===== config.mk =====
export PLATFORM = sky130hd
export DESIGN_NAME = logic_axi4_stream_downsizer_flat
export DESIGN_NICKNAME = d
export VERILOG_FILES = /design/src/rtl/logic_axi4_stream_downsizer_if.sv /design/src/rtl/logic_axi4_stream_downsizer.sv /design/src/flat_wrapper.sv
export SDC_FILE = /design/constraint.sdc
export NUM_CORES = 1
export LEC_CHECK = 0
export CORE_ASPECT_RATIO = 0.7
export CORE_UTILIZATION = 49
export DETAILED_ROUTE_END_ITERATION = 10
export GPL_TIMING_DRIVEN = 1
export PLACE_DENSITY = 0.95
export SETUP_SLACK_MARGIN = 0.5
export SKIP_LAST_GASP = 1
export SLEW_MARGIN = 0
export SYNTH_ARGS = -nofsm -noshare
export SYNTH_HDL_FRONTEND = slang
export SYNTH_SLANG_ARGS = --single-unit

===== constraint.sdc =====
create_clock -name aclk -period 4 [get_ports aclk]
set_clock_uncertainty 0.1 [all_clocks]
set_input_delay 1.2 -clock aclk [delete_from_list [all_inputs] [get_ports aclk]]
set_output_delay 1.2 -clock aclk [all_outputs]
set_load 0.05 [all_outputs]

===== src/rtl/logic_axi4_stream_downsizer_if.sv =====
// AXI4-Stream bundle shared by the downsizer's Rx and Tx sides.
// The master drives everything except tready.
interface logic_axi4_stream_downsizer_if #(
    parameter int DATA_BYTES = 4,
    parameter int USER_WIDTH = 1,
    parameter int DEST_WIDTH = 1,
    parameter int ID_WIDTH   = 1
);
    logic                    tvalid;
    logic                    tready;
    logic [DATA_BYTES*8-1:0] tdata;
    logic [DATA_BYTES-1:0]   tkeep;
    logic [DATA_BYTES-1:0]   tstrb;
    logic [USER_WIDTH-1:0]   tuser;
    logic [DEST_WIDTH-1:0]   tdest;
    logic [ID_WIDTH-1:0]     tid;
    logic                    tlast;

    modport master (output tvalid, tdata, tkeep, tstrb, tuser, tdest, tid, tlast,
                    input  tready);
    modport slave  (input  tvalid, tdata, tkeep, tstrb, tuser, tdest, tid, tlast,
                    output tready);
endinterface


===== src/rtl/logic_axi4_stream_downsizer.sv =====
// AXI4-Stream downsizer: splits each wide Rx beat into RATIO narrow Tx beats,
// least-significant segment first, dropping trailing segments with no kept bytes.
module logic_axi4_stream_downsizer #(
    parameter int RX_TDATA_BYTES = 8,
    parameter int TX_TDATA_BYTES = 4,
    parameter int TX_TUSER_WIDTH = 1,
    parameter int RX_TUSER_WIDTH = (RX_TDATA_BYTES / TX_TDATA_BYTES) * TX_TUSER_WIDTH,
    parameter int TDEST_WIDTH    = 1,
    parameter int TID_WIDTH      = 1,
    parameter int USE_TLAST      = 1,
    parameter int USE_TKEEP      = 1,
    parameter int USE_TSTRB      = 1
) (
    input logic                            aclk,
    input logic                            areset,
    logic_axi4_stream_downsizer_if.slave   rx,
    logic_axi4_stream_downsizer_if.master  tx
);
    localparam int RATIO = RX_TDATA_BYTES / TX_TDATA_BYTES;
    localparam int SEG_W = (RATIO > 2) ? $clog2(RATIO) : 1;
    localparam int TXD   = TX_TDATA_BYTES * 8;
    localparam int RXD   = RX_TDATA_BYTES * 8;

    if (RATIO < 2 || RATIO * TX_TDATA_BYTES != RX_TDATA_BYTES ||
        RX_TUSER_WIDTH != RATIO * TX_TUSER_WIDTH) begin : g_bad_cfg
        $error("logic_axi4_stream_downsizer: inconsistent width parameters");
    end

    typedef enum logic {EMPTY, BUSY} state_t;

    state_t                    state_q, state_d;
    logic [RXD-1:0]            data_q, data_d;
    logic [RX_TDATA_BYTES-1:0] keep_q, keep_d;
    logic [RX_TDATA_BYTES-1:0] strb_q, strb_d;
    logic [RX_TUSER_WIDTH-1:0] user_q, user_d;
    logic [TDEST_WIDTH-1:0]    dest_q, dest_d;
    logic [TID_WIDTH-1:0]      id_q, id_d;
    logic                      rxlast_q, rxlast_d;
    logic                      tlast_q, tlast_d;
    logic [SEG_W-1:0]          seg_q, seg_d;
    logic [SEG_W-1:0]          last_seg_q, last_seg_d;

    logic [SEG_W-1:0]          last_seg_calc;
    logic                      at_last, tx_hs, rx_ready, rx_acc;

    // Highest segment with any kept byte; a null beat still yields segment 0.
    always_comb begin
        last_seg_calc = '0;
        if (USE_TKEEP == 0) begin
            last_seg_calc = SEG_W'(RATIO - 1);
        end else begin
            for (int unsigned k = 0; k < RATIO; k++) begin
                if (|rx.tkeep[k*TX_TDATA_BYTES +: TX_TDATA_BYTES]) begin
                    last_seg_calc = SEG_W'(k);
                end
            end
        end
    end

    always_comb begin
        at_last  = (seg_q == last_seg_q);
        tx_hs    = (state_q == BUSY) && tx.tready;
        rx_ready = !areset && ((state_q == EMPTY) || (tx.tready && at_last));
        rx_acc   = rx.tvalid && rx_ready;

        state_d    = state_q;
        data_d     = data_q;
        keep_d     = keep_q;
        strb_d     = strb_q;
        user_d     = user_q;
        dest_d     = dest_q;
        id_d       = id_q;
        rxlast_d   = rxlast_q;
        tlast_d    = tlast_q;
        seg_d      = seg_q;
        last_seg_d = last_seg_q;

        if (rx_acc) begin
            state_d    = BUSY;
            data_d     = rx.tdata;
            keep_d     = (USE_TKEEP != 0) ? rx.tkeep : '1;
            strb_d     = (USE_TSTRB != 0) ? rx.tstrb : '1;
            user_d     = rx.tuser;
            dest_d     = rx.tdest;
            id_d       = rx.tid;
            rxlast_d   = (USE_TLAST != 0) && rx.tlast;
            seg_d      = '0;
            last_seg_d = last_seg_calc;
            tlast_d    = rxlast_d && (last_seg_calc == '0);
        end else if (tx_hs) begin
            if (at_last) begin
                state_d = EMPTY;
            end else begin
                // Held beat shifts down so the current segment always sits in the low lanes.
                data_d  = data_q >> TXD;
                keep_d  = keep_q >> TX_TDATA_BYTES;
                strb_d  = strb_q >> TX_TDATA_BYTES;
                user_d  = user_q >> TX_TUSER_WIDTH;
                seg_d   = seg_q + SEG_W'(1);
                tlast_d = rxlast_q && ((seg_q + SEG_W'(1)) == last_seg_q);
            end
        end
    end

    always_ff @(posedge aclk) begin
        if (areset) begin
            state_q <= EMPTY;
        end else begin
            state_q <= state_d;
        end
    end

    always_ff @(posedge aclk) begin
        if (areset) begin
            data_q     <= '0;
            keep_q     <= '0;
            strb_q     <= '0;
            user_q     <= '0;
            dest_q     <= '0;
            id_q       <= '0;
            rxlast_q   <= 1'b0;
            tlast_q    <= 1'b0;
            seg_q      <= '0;
            last_seg_q <= '0;
        end else begin
            data_q     <= data_d;
            keep_q     <= keep_d;
            strb_q     <= strb_d;
            user_q     <= user_d;
            dest_q     <= dest_d;
            id_q       <= id_d;
            rxlast_q   <= rxlast_d;
            tlast_q    <= tlast_d;
            seg_q      <= seg_d;
            last_seg_q <= last_seg_d;
        end
    end

    assign rx.tready = rx_ready;
    assign tx.tvalid = (state_q == BUSY);
    assign tx.tdata  = data_q[TXD-1:0];
    assign tx.tkeep  = (USE_TKEEP != 0) ? keep_q[TX_TDATA_BYTES-1:0] : '1;
    assign tx.tstrb  = (USE_TSTRB != 0) ? strb_q[TX_TDATA_BYTES-1:0] : '1;
    assign tx.tuser  = user_q[TX_TUSER_WIDTH-1:0];
    assign tx.tdest  = dest_q;
    assign tx.tid    = id_q;
    assign tx.tlast  = tlast_q;
endmodule


===== src/flat_wrapper.sv =====
// flat-port wrapper written by rule: the top's interface ports become plain ports
module logic_axi4_stream_downsizer_flat 
#(
    parameter int RX_TDATA_BYTES = 8,
    parameter int TX_TDATA_BYTES = 4,
    parameter int TX_TUSER_WIDTH = 1,
    parameter int RX_TUSER_WIDTH = (RX_TDATA_BYTES / TX_TDATA_BYTES) * TX_TUSER_WIDTH,
    parameter int TDEST_WIDTH    = 1,
    parameter int TID_WIDTH      = 1,
    parameter int USE_TLAST      = 1,
    parameter int USE_TKEEP      = 1,
    parameter int USE_TSTRB      = 1
)
  (aclk, areset, rx_tvalid, rx_tdata, rx_tkeep, rx_tstrb, rx_tuser, rx_tdest, rx_tid, rx_tlast, rx_tready, tx_tvalid, tx_tdata, tx_tkeep, tx_tstrb, tx_tuser, tx_tdest, tx_tid, tx_tlast, tx_tready);
  logic_axi4_stream_downsizer_if #(.DATA_BYTES(8), .USER_WIDTH(2), .DEST_WIDTH(1), .ID_WIDTH(1)) rx_i ();
  logic_axi4_stream_downsizer_if #(.DATA_BYTES(4), .USER_WIDTH(1), .DEST_WIDTH(1), .ID_WIDTH(1)) tx_i ();
  input logic aclk;
  input logic areset;
  input wire logic [$bits(rx_i.tvalid)-1:0] rx_tvalid;
  input wire logic [$bits(rx_i.tdata)-1:0] rx_tdata;
  input wire logic [$bits(rx_i.tkeep)-1:0] rx_tkeep;
  input wire logic [$bits(rx_i.tstrb)-1:0] rx_tstrb;
  input wire logic [$bits(rx_i.tuser)-1:0] rx_tuser;
  input wire logic [$bits(rx_i.tdest)-1:0] rx_tdest;
  input wire logic [$bits(rx_i.tid)-1:0] rx_tid;
  input wire logic [$bits(rx_i.tlast)-1:0] rx_tlast;
  output wire logic [$bits(rx_i.tready)-1:0] rx_tready;
  output wire logic [$bits(tx_i.tvalid)-1:0] tx_tvalid;
  output wire logic [$bits(tx_i.tdata)-1:0] tx_tdata;
  output wire logic [$bits(tx_i.tkeep)-1:0] tx_tkeep;
  output wire logic [$bits(tx_i.tstrb)-1:0] tx_tstrb;
  output wire logic [$bits(tx_i.tuser)-1:0] tx_tuser;
  output wire logic [$bits(tx_i.tdest)-1:0] tx_tdest;
  output wire logic [$bits(tx_i.tid)-1:0] tx_tid;
  output wire logic [$bits(tx_i.tlast)-1:0] tx_tlast;
  input wire logic [$bits(tx_i.tready)-1:0] tx_tready;
  assign rx_i.tvalid = rx_tvalid;
  assign rx_i.tdata = rx_tdata;
  assign rx_i.tkeep = rx_tkeep;
  assign rx_i.tstrb = rx_tstrb;
  assign rx_i.tuser = rx_tuser;
  assign rx_i.tdest = rx_tdest;
  assign rx_i.tid = rx_tid;
  assign rx_i.tlast = rx_tlast;
  assign rx_tready = rx_i.tready;
  assign tx_tvalid = tx_i.tvalid;
  assign tx_tdata = tx_i.tdata;
  assign tx_tkeep = tx_i.tkeep;
  assign tx_tstrb = tx_i.tstrb;
  assign tx_tuser = tx_i.tuser;
  assign tx_tdest = tx_i.tdest;
  assign tx_tid = tx_i.tid;
  assign tx_tlast = tx_i.tlast;
  assign tx_i.tready = tx_tready;
  logic_axi4_stream_downsizer #(.RX_TDATA_BYTES(RX_TDATA_BYTES), .TX_TDATA_BYTES(TX_TDATA_BYTES), .TX_TUSER_WIDTH(TX_TUSER_WIDTH), .RX_TUSER_WIDTH(RX_TUSER_WIDTH), .TDEST_WIDTH(TDEST_WIDTH), .TID_WIDTH(TID_WIDTH), .USE_TLAST(USE_TLAST), .USE_TKEEP(USE_TKEEP), .USE_TSTRB(USE_TSTRB)) u_core (.aclk(aclk), .areset(areset), .rx(rx_i), .tx(tx_i));
endmodule

==> load_flow_metrics.sql <==
INSERT INTO impl_metrics (metric_group, metric, value, unit) VALUES
('global_routing', 'grt_first_pass_wirelength', '16100', 'µm'),
('pwr', 'power.sequential.fraction', '41.1', '%'),
('cells_and_area', 'antenna_diode_count', '0', ''),
('pwr', 'cell_internal_pwr', '1.75', 'mW'),
('cells_and_area', 'final_nets', '649', ''),
('logic_synthesis', 'mappedNetlistNets', '579', ''),
('cts', 'cts_stage_hold_buffer_count', '0', ''),
('cells_and_area', 'multi_input_comb_area', '1610', 'µm²'),
('logic_synthesis', 'post_synth_fa_ha_maj_area_fraction', '0', '%'),
('place', 'hpwlAfterDp', '6440', 'µm'),
('critical_path', 'critical_path_arrival', '2.13', 'ns'),
('logic_synthesis', 'yosys_warnings', '0', ''),
('critical_path', 'worst_setup_path_end_kind', 'primary output', ''),
('logic_synthesis', 'synth.largest_area_cell', 'sky130_fd_sc_hd__dfxtp_1', ''),
('pwr', 'worst_ir_drop_vdd', '0.276', 'mV'),
('detailed_routing', 'detailedRoute.firstIterationViolations', '304', ''),
('sta', 'slew_violations', '0', ''),
('cells_and_area', 'fillers', '572', ''),
('cells_and_area', 'stdcell_area', '5250', 'µm²'),
('cts', 'clk_pin_slew_worst_paths', '0.06', 'ns'),
('critical_path', 'kind_of_critical_path', 'in -> out', ''),
('logic_synthesis', 'synth.yosys.seq_area_share', '45.7', '%'),
('run', 'drv_cap', '0', ''),
('sta', 'clock.fmax', '0.291', 'GHz'),
('critical_path', 'crit_path_required_time', '2.70', 'ns'),
('detailed_routing', 'avgViaCountPerCell', '5.55', ''),
('floorplanning', 'floorplan.io_pins', '135', ''),
('logic_synthesis', 'ys_dominant_reg_cell', 'sky130_fd_sc_hd__dfxtp_1', ''),
('global_routing', 'grt_max_degree', '89', ''),
('logic_synthesis', 'synth.area.mux_share', '0.257', '%'),
('outcome', 'outcome', 'finished, final reports clean', ''),
('pwr', 'net-switching-power', '0.667', 'mW'),
('logic_synthesis', 'yosys.cell_count.top_type', 'sky130_fd_sc_hd__nand2_1', ''),
('cells_and_area', 'post_layout_nonfiller_instances', '663', ''),
('place', 'dpl_worst_slack', '0.427', 'ns'),
('critical_path', 'timing.critical_path.fanout_max', '3', ''),
('detailed_routing', 'routedLengthMet1', '4270', 'µm'),
('cells_and_area', 'drive_above_1_share', '5.31', '%'),
('place', 'io_buffers', '134', ''),
('sta', 'fin_ws', '0.567', 'ns'),
('floorplanning', 'die_h', '76.6', 'µm'),
('pwr', 'comb_power_share', '21.3', '%'),
('global_routing', 'vias_in_the_first_global_route', '3416', ''),
('detailed_routing', 'total_routed_length', '9980', 'µm'),
('sta', 'max_slew.worst_pin.slew', '0.777', 'ns'),
('place', 'dp_cells', '647', ''),
('place', 'placed_area', '4920', 'µm²'),
('logic_synthesis', 'syn-mean-instance-area', '7.95', 'µm²'),
('global_routing', 'antenna_found_initial', '0', ''),
('cts', 'clk-insertion-delay-late', '0.33', 'ns'),
('pwr', 'total_power', '2.41', 'mW'),
('detailed_routing', 'avgRoutedWirePerCell', '15.1', 'µm'),
('global_routing', 'gr-usage-all-layers', '24.4', '%'),
('sta', 'maxSlewHeadroom', '48.2', '%'),
('sta', 'rsz0062_at_grt', 'no', ''),
('detailed_routing', 'drt_drc_violations_left', '0', ''),
('cells_and_area', 'ff_latch_area', '1780', 'µm²'),
('pwr', 'power.share.clock', '37.7', '%'),
('sta', 'period_share', '85.8', '%'),
('min_path', 'hold_path_class', 'reg -> reg', ''),
('pwr', 'static-leakage-power', '1.88', 'nW'),
('sta', 'final.min_clock_period', '3.43', 'ns'),
('logic_synthesis', 'synth.area.top_cells', 'sky130_fd_sc_hd__dfxtp_1 (46%), sky130_fd_sc_hd__a21oi_1 (11%), sky130_fd_sc_hd__buf_4 (10%), sky130_fd_sc_hd__nand2_1 (8.7%), sky130_fd_sc_hd__a211oi_1 (8.3%)', ''),
('logic_synthesis', 'synth_area_in_compound_gates', '19.9', '%'),
('logic_synthesis', 'postSynth.asyncResetShare', '0', '%'),
('cts', 'cts.sinks', '89', ''),
('floorplanning', 'die_w', '109', 'µm'),
('floorplanning', 'row_count', '26', ''),
('sta', 'timing.final.hold_violations', '0', ''),
('logic_synthesis', 'ys_top_cells_by_count', 'sky130_fd_sc_hd__nand2_1 (90), sky130_fd_sc_hd__dfxtp_1 (89), sky130_fd_sc_hd__a21oi_1 (84)', ''),
('logic_synthesis', 'postSynthCellCount', '490', '');
==> metrics by stage <==
stage               hold WS, ns  util (%)
finish                    0.356      70.1
global route              0.371      70.1
CTS                       0.357      70.1
detailed placement        0.349      65.7
global placement          0.343      65.7
floorplan                 0.337         -
==> layout make-up <==
cell class	count	share of cell area (%)
multi-input combinational	319	30.6
clock buffer	14	5.03
tap	98	2.34
sequential	89	34.0
timing repair buffer	141	26.9
clock inverter	2	1.14
==> metal layers <==
metal  vias to the layer above  GRT usage [%]
met5                         -              0
met4                         0           6.76
met3                        13           7.36
met2                       155           41.2
met1                      1742           30.0
li1                       1768              -
==> sequential cells by signal (all words and copies together), names as in the netlist <==
name	cells
u_core.tx.tdest	1
u_core.tx.tlast	1
u_core.seg_q	1
u_core.data_q	64
u_core.tx.tvalid	1
u_core.last_seg_q	1
u_core.tx.tid	1
u_core.keep_q	8
u_core.user_q	2
u_core.rxlast_q	1
u_core.strb_q	8
==> layout by cell type (no fill, tap or decap), types with 2 or more instances in the layout <==
cell type                           n
sky130_fd_sc_hd__buf_12             2
sky130_fd_sc_hd__clkbuf_8           2
sky130_fd_sc_hd__clkdlybuf4s50_1  132
sky130_fd_sc_hd__clkbuf_1           3
sky130_fd_sc_hd__nor2_1            45
sky130_fd_sc_hd__a211oi_1          43
sky130_fd_sc_hd__buf_4              6
sky130_fd_sc_hd__dfxtp_1           89
sky130_fd_sc_hd__nand3_1           41
sky130_fd_sc_hd__nand3b_1           3
sky130_fd_sc_hd__a21oi_1           84
sky130_fd_sc_hd__clkbuf_16          9
sky130_fd_sc_hd__nand2_1           90
sky130_fd_sc_hd__bufinv_16          2
==> power groups by stage <==
| stage | Combinational, mW | Sequential [mW] | Clock [mW] |
|---|---|---|---|
| after global routing | 0.547 | 0.999 | 0.956 |
| final | 0.513 | 0.992 | 0.909 |
| after floorplan | 0.352 | 1.02 | 0 |
| after global placement | 0.497 | 1.01 | 0 |
| after CTS | 0.513 | 0.991 | 0.922 |
| after detailed placement | 0.508 | 1.01 | 0 |
==> final timing paths <==
kind,start,end,cells past startpoint,slack (ns)
hold / removal,u_core.data_q[43],u_core.data_q[11],2,0.36
setup / recovery,tx_tready,rx_tready,4,0.57
hold reg to reg,u_core.data_q[43],u_core.data_q[11],2,0.36
setup reg to reg,u_core.last_seg_q,u_core.keep_q[1],5,1.70
==> logic make-up (layout without fill, tap and decap cells) <==
group                  after synthesis  after routing
AO/OA/AOI/OAI                      131            131
XOR/XNOR                             1              1
buffers and inverters               82            157
flip-flops                          89             89
multiplexers                         1              1
AND/OR/NAND/NOR                    186            186
==> worst max-delay path: stages <==
cell	delay [ns]
sky130_fd_sc_hd__clkdlybuf4s50_1	0.53
sky130_fd_sc_hd__a21boi_2	0.09
sky130_fd_sc_hd__nor2_2	0.11
sky130_fd_sc_hd__buf_4	0.20
==> repair_timing <==
item,in CTS,in global routing
resized for setup,1,1
setup endpoints to repair,1,1
pin swaps,0,0
Note: power is estimated with default switching activity, not from simulation.
